### src/rtl/fir_mac_seq.sv
// rtl/fir_mac_seq.sv - time-multiplexed signed FIR with one MAC, runtime coefficients, rounding and saturation
module fir_mac_seq #(
    parameter int DW    = 16,
    parameter int CW    = 16,
    parameter int TAPS  = 8,
    parameter int SHIFT = 4,
    localparam int AW   = $clog2(TAPS),
    localparam int ACCW = DW + CW + $clog2(TAPS)
) (
    input  logic          clk,
    input  logic          rst,
    input  logic          en,
    input  logic          in_valid,
    output logic          in_ready,
    input  logic [DW-1:0] in_data,
    input  logic          coef_we,
    input  logic [AW-1:0] coef_addr,
    input  logic [CW-1:0] coef_data,
    output logic          out_valid,
    output logic [DW-1:0] out_data,
    output logic          sat_flag,
    input  logic          sat_clr
);
    localparam int PW = DW + CW;
    localparam int RW = ACCW + 1;
    localparam logic signed [RW-1:0] RND  = RW'((RW'(1) << SHIFT) >> 1);
    localparam logic signed [RW-1:0] MAXP = {{(RW-DW+1){1'b0}}, {(DW-1){1'b1}}};
    localparam logic signed [RW-1:0] MINN = {{(RW-DW+1){1'b1}}, {(DW-1){1'b0}}};
    localparam logic [AW:0]          TAPS_V = (AW+1)'(TAPS);

    typedef enum logic [1:0] {IDLE, MAC, OUT} state_t;

    state_t                 state, state_nxt;
    logic signed [DW-1:0]   x [TAPS];
    logic signed [CW-1:0]   c [TAPS];
    logic signed [ACCW-1:0] acc;
    logic [AW-1:0]          idx;

    logic                   accept, last_tap, coef_wr;
    logic signed [DW-1:0]   xs;
    logic signed [CW-1:0]   cs;
    logic signed [PW-1:0]   xe, ce, prod;
    logic signed [ACCW-1:0] acc_sum;
    logic signed [RW-1:0]   acc_ext, rnd_sum, shifted;
    logic                   sat_hi, sat_lo;
    logic [DW-1:0]          scaled;

    always_ff @(posedge clk) begin
        if (!rst)
            state <= IDLE;
        else if (en)
            state <= state_nxt;
    end

    always_comb begin
        state_nxt = state;
        in_ready  = 1'b0;
        out_valid = 1'b0;
        case (state)
            IDLE: begin
                in_ready = en;
                if (in_valid)
                    state_nxt = MAC;
            end
            MAC: begin
                if (idx == AW'(TAPS - 1))
                    state_nxt = OUT;
            end
            OUT: begin
                out_valid = en;
                state_nxt = IDLE;
            end
            default: state_nxt = IDLE;
        endcase
    end

    assign accept   = (state == IDLE) && in_valid;
    assign last_tap = (state == MAC) && (idx == AW'(TAPS - 1));
    assign coef_wr  = (state == IDLE) && coef_we && ({1'b0, coef_addr} < TAPS_V);

    // Full-precision signed product, sign-extended into the accumulator.
    assign xs      = x[idx];
    assign cs      = c[idx];
    assign xe      = {{CW{xs[DW-1]}}, xs};
    assign ce      = {{DW{cs[CW-1]}}, cs};
    assign prod    = xe * ce;
    assign acc_sum = acc + {{(ACCW-PW){prod[PW-1]}}, prod};

    // Round half toward +inf, then clamp to the signed output range.
    assign acc_ext = {acc_sum[ACCW-1], acc_sum};
    assign rnd_sum = acc_ext + RND;
    assign shifted = rnd_sum >>> SHIFT;
    assign sat_hi  = shifted > MAXP;
    assign sat_lo  = shifted < MINN;
    assign scaled  = sat_hi ? MAXP[DW-1:0] : (sat_lo ? MINN[DW-1:0] : shifted[DW-1:0]);

    always_ff @(posedge clk) begin
        if (!rst) begin
            for (int k = 0; k < TAPS; k++) begin
                x[k] <= '0;
                c[k] <= '0;
            end
            acc      <= '0;
            idx      <= '0;
            out_data <= '0;
            sat_flag <= 1'b0;
        end else if (en) begin
            if (coef_wr)
                c[coef_addr] <= coef_data;
            if (accept) begin
                x[0] <= in_data;
                for (int k = 1; k < TAPS; k++)
                    x[k] <= x[k-1];
                acc <= '0;
                idx <= '0;
            end
            if (state == MAC) begin
                acc <= acc_sum;
                idx <= idx + AW'(1);
            end
            if (last_tap)
                out_data <= scaled;
            if (last_tap && (sat_hi || sat_lo))
                sat_flag <= 1'b1;
            else if (sat_clr)
                sat_flag <= 1'b0;
        end
    end
endmodule

### config.mk
export PLATFORM = sky130hd
export DESIGN_NAME = fir_mac_seq
export DESIGN_NICKNAME = d
export VERILOG_FILES = /design/src/rtl/fir_mac_seq.sv
export SDC_FILE = /design/constraint.sdc
export NUM_CORES = 1
export LEC_CHECK = 0
export CAP_MARGIN = 20
export CORE_UTILIZATION = 60
export CTS_CLUSTER_SIZE = 24
export DETAILED_ROUTE_END_ITERATION = 8
export GPL_ROUTABILITY_DRIVEN = 0
export PLACE_DENSITY = 0.76
export SETUP_SLACK_MARGIN = 0.1
export SLEW_MARGIN = 5
export SYNTH_ARGS = -nofsm -noshare
export SYNTH_HDL_FRONTEND = slang
export SYNTH_SLANG_ARGS = --single-unit
export TNS_END_PERCENT = 5
### constraint.sdc
create_clock -name clk -period 14.9 [get_ports clk]
set_clock_uncertainty 0.1 [all_clocks]
set_input_delay 1.49 -clock clk [delete_from_list [all_inputs] [get_ports clk]]
set_output_delay 1.49 -clock clk [all_outputs]
set_load 0.02 [all_outputs]
==> results of run 1 <==
==> worst reg2reg max path, delay by kind of cell, from the launching register on <==
| family | cells | cell delay (ns) |
|---|---|---|
| adders and majority gates | 8 | 4.09 |
| muxes | 2 | 1.51 |
| and+or+nand+nor | 7 | 1.63 |
| buffers and inverters | 2 | 0.11 |
| xor gates and xnor gates | 2 | 0.75 |
| DFF | 1 | 0.96 |
| AOI/OAI and AO/OA | 13 | 3.19 |
==> final cells by class <==
class | instances | area share, %
clock inverter | 21 | 0.6463
timing repair buffer | 103 | 3.175
inverter | 345 | 4.490
multi-input combinational | 1690 | 55.02
sequential | 316 | 30.84
tap | 585 | 2.538
clock buffer | 44 | 3.297
==> registers in the layout, indices dropped and copies added (netlist names), named ones only <==
name / flops
state: 2
x: 128
out_data: 16
c: 128
idx: 3
acc: 35
sat_flag: 1
==> worst max-delay path by stage <==
stage,from,to,slack (ns)
2_1_floorplan,flip-flop,sat_flag$_SDFFE_PN0P_,3.44
3_3_place_gp,flip-flop,out_data[7]$_SDFFE_PN0P_,2.96
3_5_place_dp,flip-flop,out_data[5]$_SDFFE_PN0P_,2.68
4_1_cts,flip-flop,out_data[3]$_SDFFE_PN0P_,2.61
5_1_grt,flip-flop,out_data[5]$_SDFFE_PN0P_,1.68
6_report,flip-flop,out_data[3]$_SDFFE_PN0P_,2.42
==> metal layers <==
metal	vias up	track usage, %	wire (um)
met5	-	0	0
met4	0	19.14	4420
met3	270	5.370	4971
met2	873	49.99	31240
met1	9222	39.33	25590
li1	8298	-	-
==> cell families (layout without fill, tap and decap cells) <==
| logic type | after synthesis | in the layout | share of synthesized area (%) |
|---|---|---|---|
| AO/OA/AOI/OAI | 282 | 282 | 7.574 |
| XOR/XNOR | 80 | 80 | 2.826 |
| multiplexers | 116 | 116 | 7.545 |
| adder cells (fa/ha/maj) | 386 | 386 | 25.79 |
| AND/OR/NAND/NOR | 826 | 826 | 16.36 |
| flip-flops | 316 | 316 | 33.69 |
| buffers and inverters | 433 | 513 | 6.222 |
==> stage by stage <==
step	area (sq um)	util [%]	cells	worst slack [ns]
2_1_floorplan	26380	-	2439	3.444
3_3_place_gp	27700	64.02	3038	2.965
3_5_place_dp	27700	64.02	3038	2.679
4_1_cts	28840	66.65	3103	2.611
5_1_grt	28840	66.67	3104	1.678
6_report	28840	66.67	3104	2.424
==> cells in the final DEF (no fill, tap or decap), types with 31 or more instances in the layout <==
cell             count
nand2_1            189
and2_1             278
mux4_2              64
inv_1              345
o21ai_0             31
fa_1               263
dfxtp_1             57
edfxtp_1           256
nor2_1             176
xnor2_1             53
buf_4               43
ha_1               123
a21oi_1             59
nor2b_1             36
clkbuf_16           36
clkdlybuf4s50_1     58
==> results.sh, run 1 <==
export IMPL_synth_seq_cells=316
export IMPL_end_kind="flip-flop"
export IMPL_finalHoldViolations=0
export IMPL_dr_pass1_iters=6
export IMPL_post_cts_resized=0
export IMPL_ctsHoldBuffers=0
export IMPL_synth_most_common_cell="inv_1"
export IMPL_holdWs_ns=0.3831
export IMPL_netlist_area_sq_um=26380
export IMPL_drt_vias_per_instance=6.013
export IMPL_grt_pass1_vias=19510
export IMPL_seq_area_sq_um=8895
export IMPL_grt_max_degree=97
export IMPL_drive_gt1_share_pct=9.289
export IMPL_drt_iter0_drc=1714
export IMPL_synth_main_ff_cell="edfxtp_1"
export IMPL_yosysSeqAreaShare_pct=33.69
export IMPL_holdPathEnd="out_data[7]$_SDFFE_PN0P_"
export IMPL_yosys_warnings=0
export IMPL_hold_depth=2
export IMPL_slew_viol_final=0
export IMPL_initial_core_util_pct=60.98
export IMPL_tightest_slew_ns=1.105
export IMPL_crit_path_start_kind="flip-flop"
export IMPL_via_count=18660
export IMPL_syn_to_final_growth_pct=9.323
export IMPL_synth_area_per_cell_sq_um=10.82
export IMPL_cap_violations=0
export IMPL_routedWlPerCell_um=21.33
export IMPL_num_antenna_cells=0
export IMPL_clock_latency_ns=0.59
export IMPL_synthTopCellsByArea="edfxtp_1 (29%), fa_1 (20%), and2_1 (6.6%)"
export IMPL_hold_path_class="flip-flop to flip-flop"
export IMPL_nets=2919
export IMPL_core_sq_um=43270
export IMPL_synth_cell_type_count=85
export IMPL_cts_setup_buffers=0
export IMPL_port_buffers=59
export IMPL_fill_cells=3286
export IMPL_netlist_top_cells_count="inv_1 (345), and2_1 (278), fa_1 (263), edfxtp_1 (256), nand2_1 (190)"
export IMPL_drt_wl_total_um=66220
export IMPL_status="complete, no violations"
export IMPL_critPathMostFrequentCell="fa_1"
export IMPL_ant_nets=0
export IMPL_rsz0062_at_grt="no"
export IMPL_crit_arrival_ns=12.79
export IMPL_slowest_delay_ns=0.96
export IMPL_die_w_um=211.7
export IMPL_synthArstFlopShare_pct=0
export IMPL_htree_levels=2
export IMPL_tritoncts="yes"
export IMPL_cts_num_sinks=316
export IMPL_syn_nets=2866
export IMPL_grt_ovfl_total=0
export IMPL_clock_root_buffer="clkbuf_16"
export IMPL_antenna_found_initial=0
export IMPL_grt_pass1_wl_um=105800
export IMPL_setup_viol=0
export IMPL_required_ns=15.21
export IMPL_drc=0
export IMPL_ios=60
export IMPL_min_period_ns=12.48
export IMPL_row_count=76
export IMPL_period_share_pct=83.73
export IMPL_syn_inst=2439
export IMPL_rrSetupSlack_ns=2.42
export IMPL_yosysTopAreaCellShare_pct=29.14
export IMPL_critical_path_class="flip-flop to flip-flop"
export IMPL_crit_fanout=47
export IMPL_slew_headroom_pct=26.36
export IMPL_dp_final_hpwl_um=48570
export IMPL_cts_buffers=36
export IMPL_crit_family="adder cells"
export IMPL_clkSlewWorstSetupHoldPaths_ns=0.06
export IMPL_path_buf_inv=2
export IMPL_crit_cells=34
export IMPL_slowest_stage="dfxtp_4"
export IMPL_yosys_area_top_type="edfxtp_1"
export IMPL_r2r_cells=34
export IMPL_fin_tns_setup_ns=0
export IMPL_synth_edf_count=256
export IMPL_grt_use_total_pct=31.04
export IMPL_die_area_sq_um=44820
export IMPL_hp_start="out_data[7]$_SDFFE_PN0P_"
export IMPL_r2r_end="out_data[3]$_SDFFE_PN0P_"
export IMPL_max_freq_mhz=80.15
export IMPL_multi_input_area_sq_um=15870
export IMPL_die_y_um=211.7
export IMPL_ctsLongestPathBuffers=3
Power of run 1 is not shown: default switching activity piles up to over one toggle a cycle in this logic, so the estimate is an artifact.
==> inputs of run 2 (changes only) <==
- clock period: 14.9 -> 12 ns (I/O delays scaled with it)
==> results.sh, run 2 (synthesized netlist as in run 1, its figures left out) <==
export IMPL_status="complete, no violations"
export IMPL_cts_num_sinks=316
export IMPL_port_buffers=59
export IMPL_grt_pass1_vias=19390
export IMPL_clock_latency_ns=0.58
export IMPL_die_area_sq_um=44820
export IMPL_tritoncts="yes"
export IMPL_crit_family="adder cells"
export IMPL_r2r_end="sat_flag$_SDFFE_PN0P_"
export IMPL_row_count=76
export IMPL_die_w_um=211.7
export IMPL_slowest_delay_ns=0.58
export IMPL_antenna_found_initial=0
export IMPL_fin_tns_setup_ns=0
export IMPL_final_cell_area_sq_um=29010
export IMPL_nets=2934
export IMPL_hp_start="out_data[13]$_SDFFE_PN0P_"
export IMPL_cts_buffers=37
export IMPL_initial_core_util_pct=60.98
export IMPL_critPathMostFrequentCell="fa_1"
export IMPL_period_share_pct=94.47
export IMPL_required_ns=12.35
export IMPL_path_buf_inv=3
export IMPL_drt_wl_total_um=65810
export IMPL_final_cell_mix="inv_1 (345), and2_1 (278), fa_1 (263), edfxtp_1 (256), nand2_1 (189)"
export IMPL_cts_setup_buffers=0
export IMPL_place_area_sq_um=27870
export IMPL_top_regs="c (128), x (128), acc (35)"
export IMPL_num_antenna_cells=0
export IMPL_grt_max_degree=97
export IMPL_end_kind="flip-flop"
export IMPL_clock_root_buffer="clkbuf_16"
export IMPL_critical_path_class="flip-flop to flip-flop"
export IMPL_hold_path_class="flip-flop to flip-flop"
export IMPL_grt_pass1_wl_um=104300
export IMPL_layout_commonest_cell="inv_1"
export IMPL_hold_depth=2
export IMPL_ctsLongestPathBuffers=3
export IMPL_via_count=18620
export IMPL_holdPathEnd="out_data[13]$_SDFFE_PN0P_"
export IMPL_dr_pass1_iters=7
export IMPL_ant_nets=0
export IMPL_routedWlPerCell_um=21.13
export IMPL_slew_viol_final=0
export IMPL_stdcell_count=3115
export IMPL_place_inst=3053
export IMPL_dp_final_hpwl_um=49250
export IMPL_drive_gt1_share_pct=10.00
export IMPL_crit_fanout=26
export IMPL_setup_ws_ns=0.6630
export IMPL_ios=60
export IMPL_syn_to_final_growth_pct=9.968
export IMPL_grt_use_total_pct=30.64
export IMPL_slew_headroom_pct=31.52
export IMPL_pre_cts_slack_ns=0.2231
export IMPL_r2r_cells=34
export IMPL_core_sq_um=43270
export IMPL_htree_levels=2
export IMPL_clkSlewWorstSetupHoldPaths_ns=0.06
export IMPL_die_y_um=211.7
export IMPL_drt_iter0_drc=1723
export IMPL_slowest_stage="fa_1"
export IMPL_cap_violations=0
export IMPL_finalHoldViolations=0
export IMPL_grt_ovfl_total=0
export IMPL_rrSetupSlack_ns=0.66
export IMPL_rsz0062_at_grt="no"
export IMPL_setup_viol=0
export IMPL_max_freq_mhz=88.21
export IMPL_min_period_ns=11.34
export IMPL_drt_vias_per_instance=5.976
export IMPL_crit_arrival_ns=11.69
export IMPL_crit_path_start_kind="flip-flop"
export IMPL_tightest_slew_ns=1.027
export IMPL_drc=0
-- run 2: per-stage QoR --
step | util, % | hold slack [ns]
2_1_floorplan | - | 0.3862
3_3_place_gp | 64.36 | 0.3698
3_5_place_dp | 64.41 | 0.3733
4_1_cts | 66.89 | 0.3922
5_1_grt | 67.06 | 0.4085
6_report | 67.06 | 0.3876
-- run 2: worst max-delay path by stage --
stage	start	end	slack, ns	cells after the start
3_5_place_dp	flip-flop	out_data[14]$_SDFFE_PN0P_	0.22	40
6_report	flip-flop	sat_flag$_SDFFE_PN0P_	0.66	34
5_1_grt	flip-flop	sat_flag$_SDFFE_PN0P_	0.07	41
2_1_floorplan	flip-flop	sat_flag$_SDFFE_PN0P_	0.54	42
4_1_cts	flip-flop	out_data[2]$_SDFFE_PN0P_	0.18	40
3_3_place_gp	flip-flop	out_data[7]$_SDFFE_PN0P_	0.53	36
-- run 2: layout make-up --
cell class	instances	area, sq um
multi-input combinational	1690	15930
sequential	316	8897
clock buffer	44	952.2
clock inverter	18	121.4
inverter	345	1295
fill	3310	14250
tap	585	732.0
timing repair buffer	117	1082
-- run 2: layer usage --
metal  global-route usage, %  part of all wire, %  up-vias
met5                       0                    0        -
met4                   16.94                  5.4        0
met3                   5.726                  7.5      217
met2                   50.92                   49      852
met1                   37.90                   39     9244
li1                        -                    -     8302
-- run 2: repair_timing --
action | in CTS | in global routing
resized for setup | 0 | 14
endpoints found under the setup margin | 0 | 16
hold buffers | 0 | 0
endpoints found under the hold margin | 0 | 0
-- run 2: worst register-to-register path, delay by kind of cell (launching register included) --
family / cells / cell delay (ns)
and+or+nand+nor: 7 / 1.86
xor gates and xnor gates: 1 / 0.17
muxes: 2 / 1.04
DFF: 1 / 0.48
AOI/OAI and AO/OA: 13 / 3.22
buffers and inverters: 3 / 0.38
adders and majority gates: 8 / 3.96
Power of run 2 is left out for the same reason.
==> inputs of run 3 (changes only) <==
- clock period: 12 -> 12.2 ns (I/O delays scaled with it)
==> results.sh, run 3 (synthesized netlist as in run 1, its figures left out) <==
export IMPL_crit_arrival_ns=11.86
export IMPL_slew_headroom_pct=31.47
export IMPL_routedWlPerCell_um=21.18
export IMPL_gr_max_usage_layer="met2"
export IMPL_period_share_pct=94.35
export IMPL_final_cell_mix="inv_1 (345), and2_1 (278), fa_1 (263), edfxtp_1 (256), nand2_1 (189)"
export IMPL_grt_pass1_vias=19500
export IMPL_die_w_um=211.7
export IMPL_critical_path_class="flip-flop to flip-flop"
export IMPL_path_buf_inv=9
export IMPL_cts_num_sinks=316
export IMPL_crit_fanout=23
export IMPL_die_y_um=211.7
export IMPL_row_count=76
export IMPL_pre_cts_slack_ns=0.5288
export IMPL_max_freq_mhz=86.87
export IMPL_drt_wl_total_um=66260
export IMPL_ant_nets=0
export IMPL_slowest_delay_ns=0.86
export IMPL_tritoncts="yes"
export IMPL_top_regs="c (128), x (128), acc (35)"
export IMPL_core_sq_um=43270
export IMPL_required_ns=12.55
export IMPL_grt_max_degree=97
export IMPL_finalHoldViolations=0
export IMPL_syn_to_final_growth_pct=10.52
export IMPL_initial_core_util_pct=60.98
export IMPL_nets=2945
export IMPL_drt_vias_per_instance=6.012
export IMPL_clock_latency_ns=0.57
export IMPL_hold_path_class="flip-flop to flip-flop"
export IMPL_critPathMostFrequentCell="inv_1"
export IMPL_clock_root_buffer="clkbuf_16"
export IMPL_fin_tns_setup_ns=0
export IMPL_htree_levels=2
export IMPL_end_kind="flip-flop"
export IMPL_num_antenna_cells=0
export IMPL_slew_viol_final=0
export IMPL_use_met3_pct=5.281
export IMPL_hp_start="out_data[12]$_SDFFE_PN0P_"
export IMPL_grt_use_total_pct=30.72
export IMPL_drive_gt1_share_pct=10.46
export IMPL_slowest_stage="nor4_2"
export IMPL_setup_ws_ns=0.6890
export IMPL_crit_path_start_kind="flip-flop"
export IMPL_ctsHoldBuffers=0
export IMPL_grt_pass1_wl_um=104700
export IMPL_setup_viol=0
export IMPL_die_area_sq_um=44820
export IMPL_rsz0062_at_grt="no"
export IMPL_status="complete, no violations"
export IMPL_ctsLongestPathBuffers=3
export IMPL_dr_pass1_iters=6
export IMPL_clkSlewWorstSetupHoldPaths_ns=0.06
export IMPL_antenna_found_initial=1
export IMPL_crit_family="adder cells"
export IMPL_met2_usage_pct=50.37
export IMPL_use_met1_pct=38.07
export IMPL_drt_iter0_drc=1754
export IMPL_port_buffers=59
export IMPL_min_period_ns=11.51
export IMPL_drc=0
export IMPL_tightest_slew_ns=1.028
export IMPL_dp_final_hpwl_um=49000
export IMPL_cap_violations=0
export IMPL_layout_commonest_cell="inv_1"
export IMPL_cts_buffers=36
export IMPL_grt_ovfl_total=0
export IMPL_via_count=18800
export IMPL_ios=60
[run 3: cell count changes in the layout (fill, tap and decap cells not counted), moves of 2 or more]
cell      before  now
clkinv_1       8    4
buf_4         51   63
mux2i_1       23   27
mux2i_2        5    2
clkinv_2       1    3
[run 3: area by class of cell]
| cell class | instances | area, sq um |
|---|---|---|
| clock buffers | 45 | 967.2 |
| inverters | 345 | 1295 |
| multi-input cells | 1690 | 15890 |
| flip-flops and latches | 316 | 8897 |
| clock inverters | 18 | 187.7 |
| fillers | 3192 | 14110 |
| well taps | 585 | 732.0 |
| repair buffers | 129 | 1189 |
[run 3: per-layer routing]
layer  wire length [um]  share of wire (%)
met1              25010                 38
met2              31390                 47
met3               5182                7.8
met4               4677                7.1
met5                  0                  0
[run 3: path summary, 6_finish.rpt]
check                                            endpoint  cells past startpoint  slack (ns)
worst min-delay path            out_data[12]$_SDFFE_PN0P_                      2        0.38
worst max-delay path                sat_flag$_SDFFE_PN0P_                     39        0.69
worst max register to register      sat_flag$_SDFFE_PN0P_                     39        0.69
worst min register to register  out_data[12]$_SDFFE_PN0P_                      2        0.38
[run 3: metrics by stage]
stage          std cells  hold WS, ns  cell area (sq um)  utilization [%]
6_report            3128       0.3844              29160            67.40
4_1_cts             3122       0.3904              29050            67.15
3_5_place_dp        3059       0.3766              27900            64.48
3_3_place_gp        3058       0.3698              27890            64.45
2_1_floorplan       2439       0.3862              26380                -
5_1_grt             3128       0.4069              29160            67.40
[run 3: what timing repair did]
action                                  in CTS  in global routing
endpoints found under the setup margin       0                 15
resized for setup                            0                  6
hold endpoints to repair                     0                  0
setup buffers                                0                  4
[run 3: tightest hold or removal path: stages, from the launching register on]
cell and delay [ns]:
dfxtp_1 0.31, nand2_1 0.05, o211ai_1 0.07
Power of run 3 is left out for the same reason.
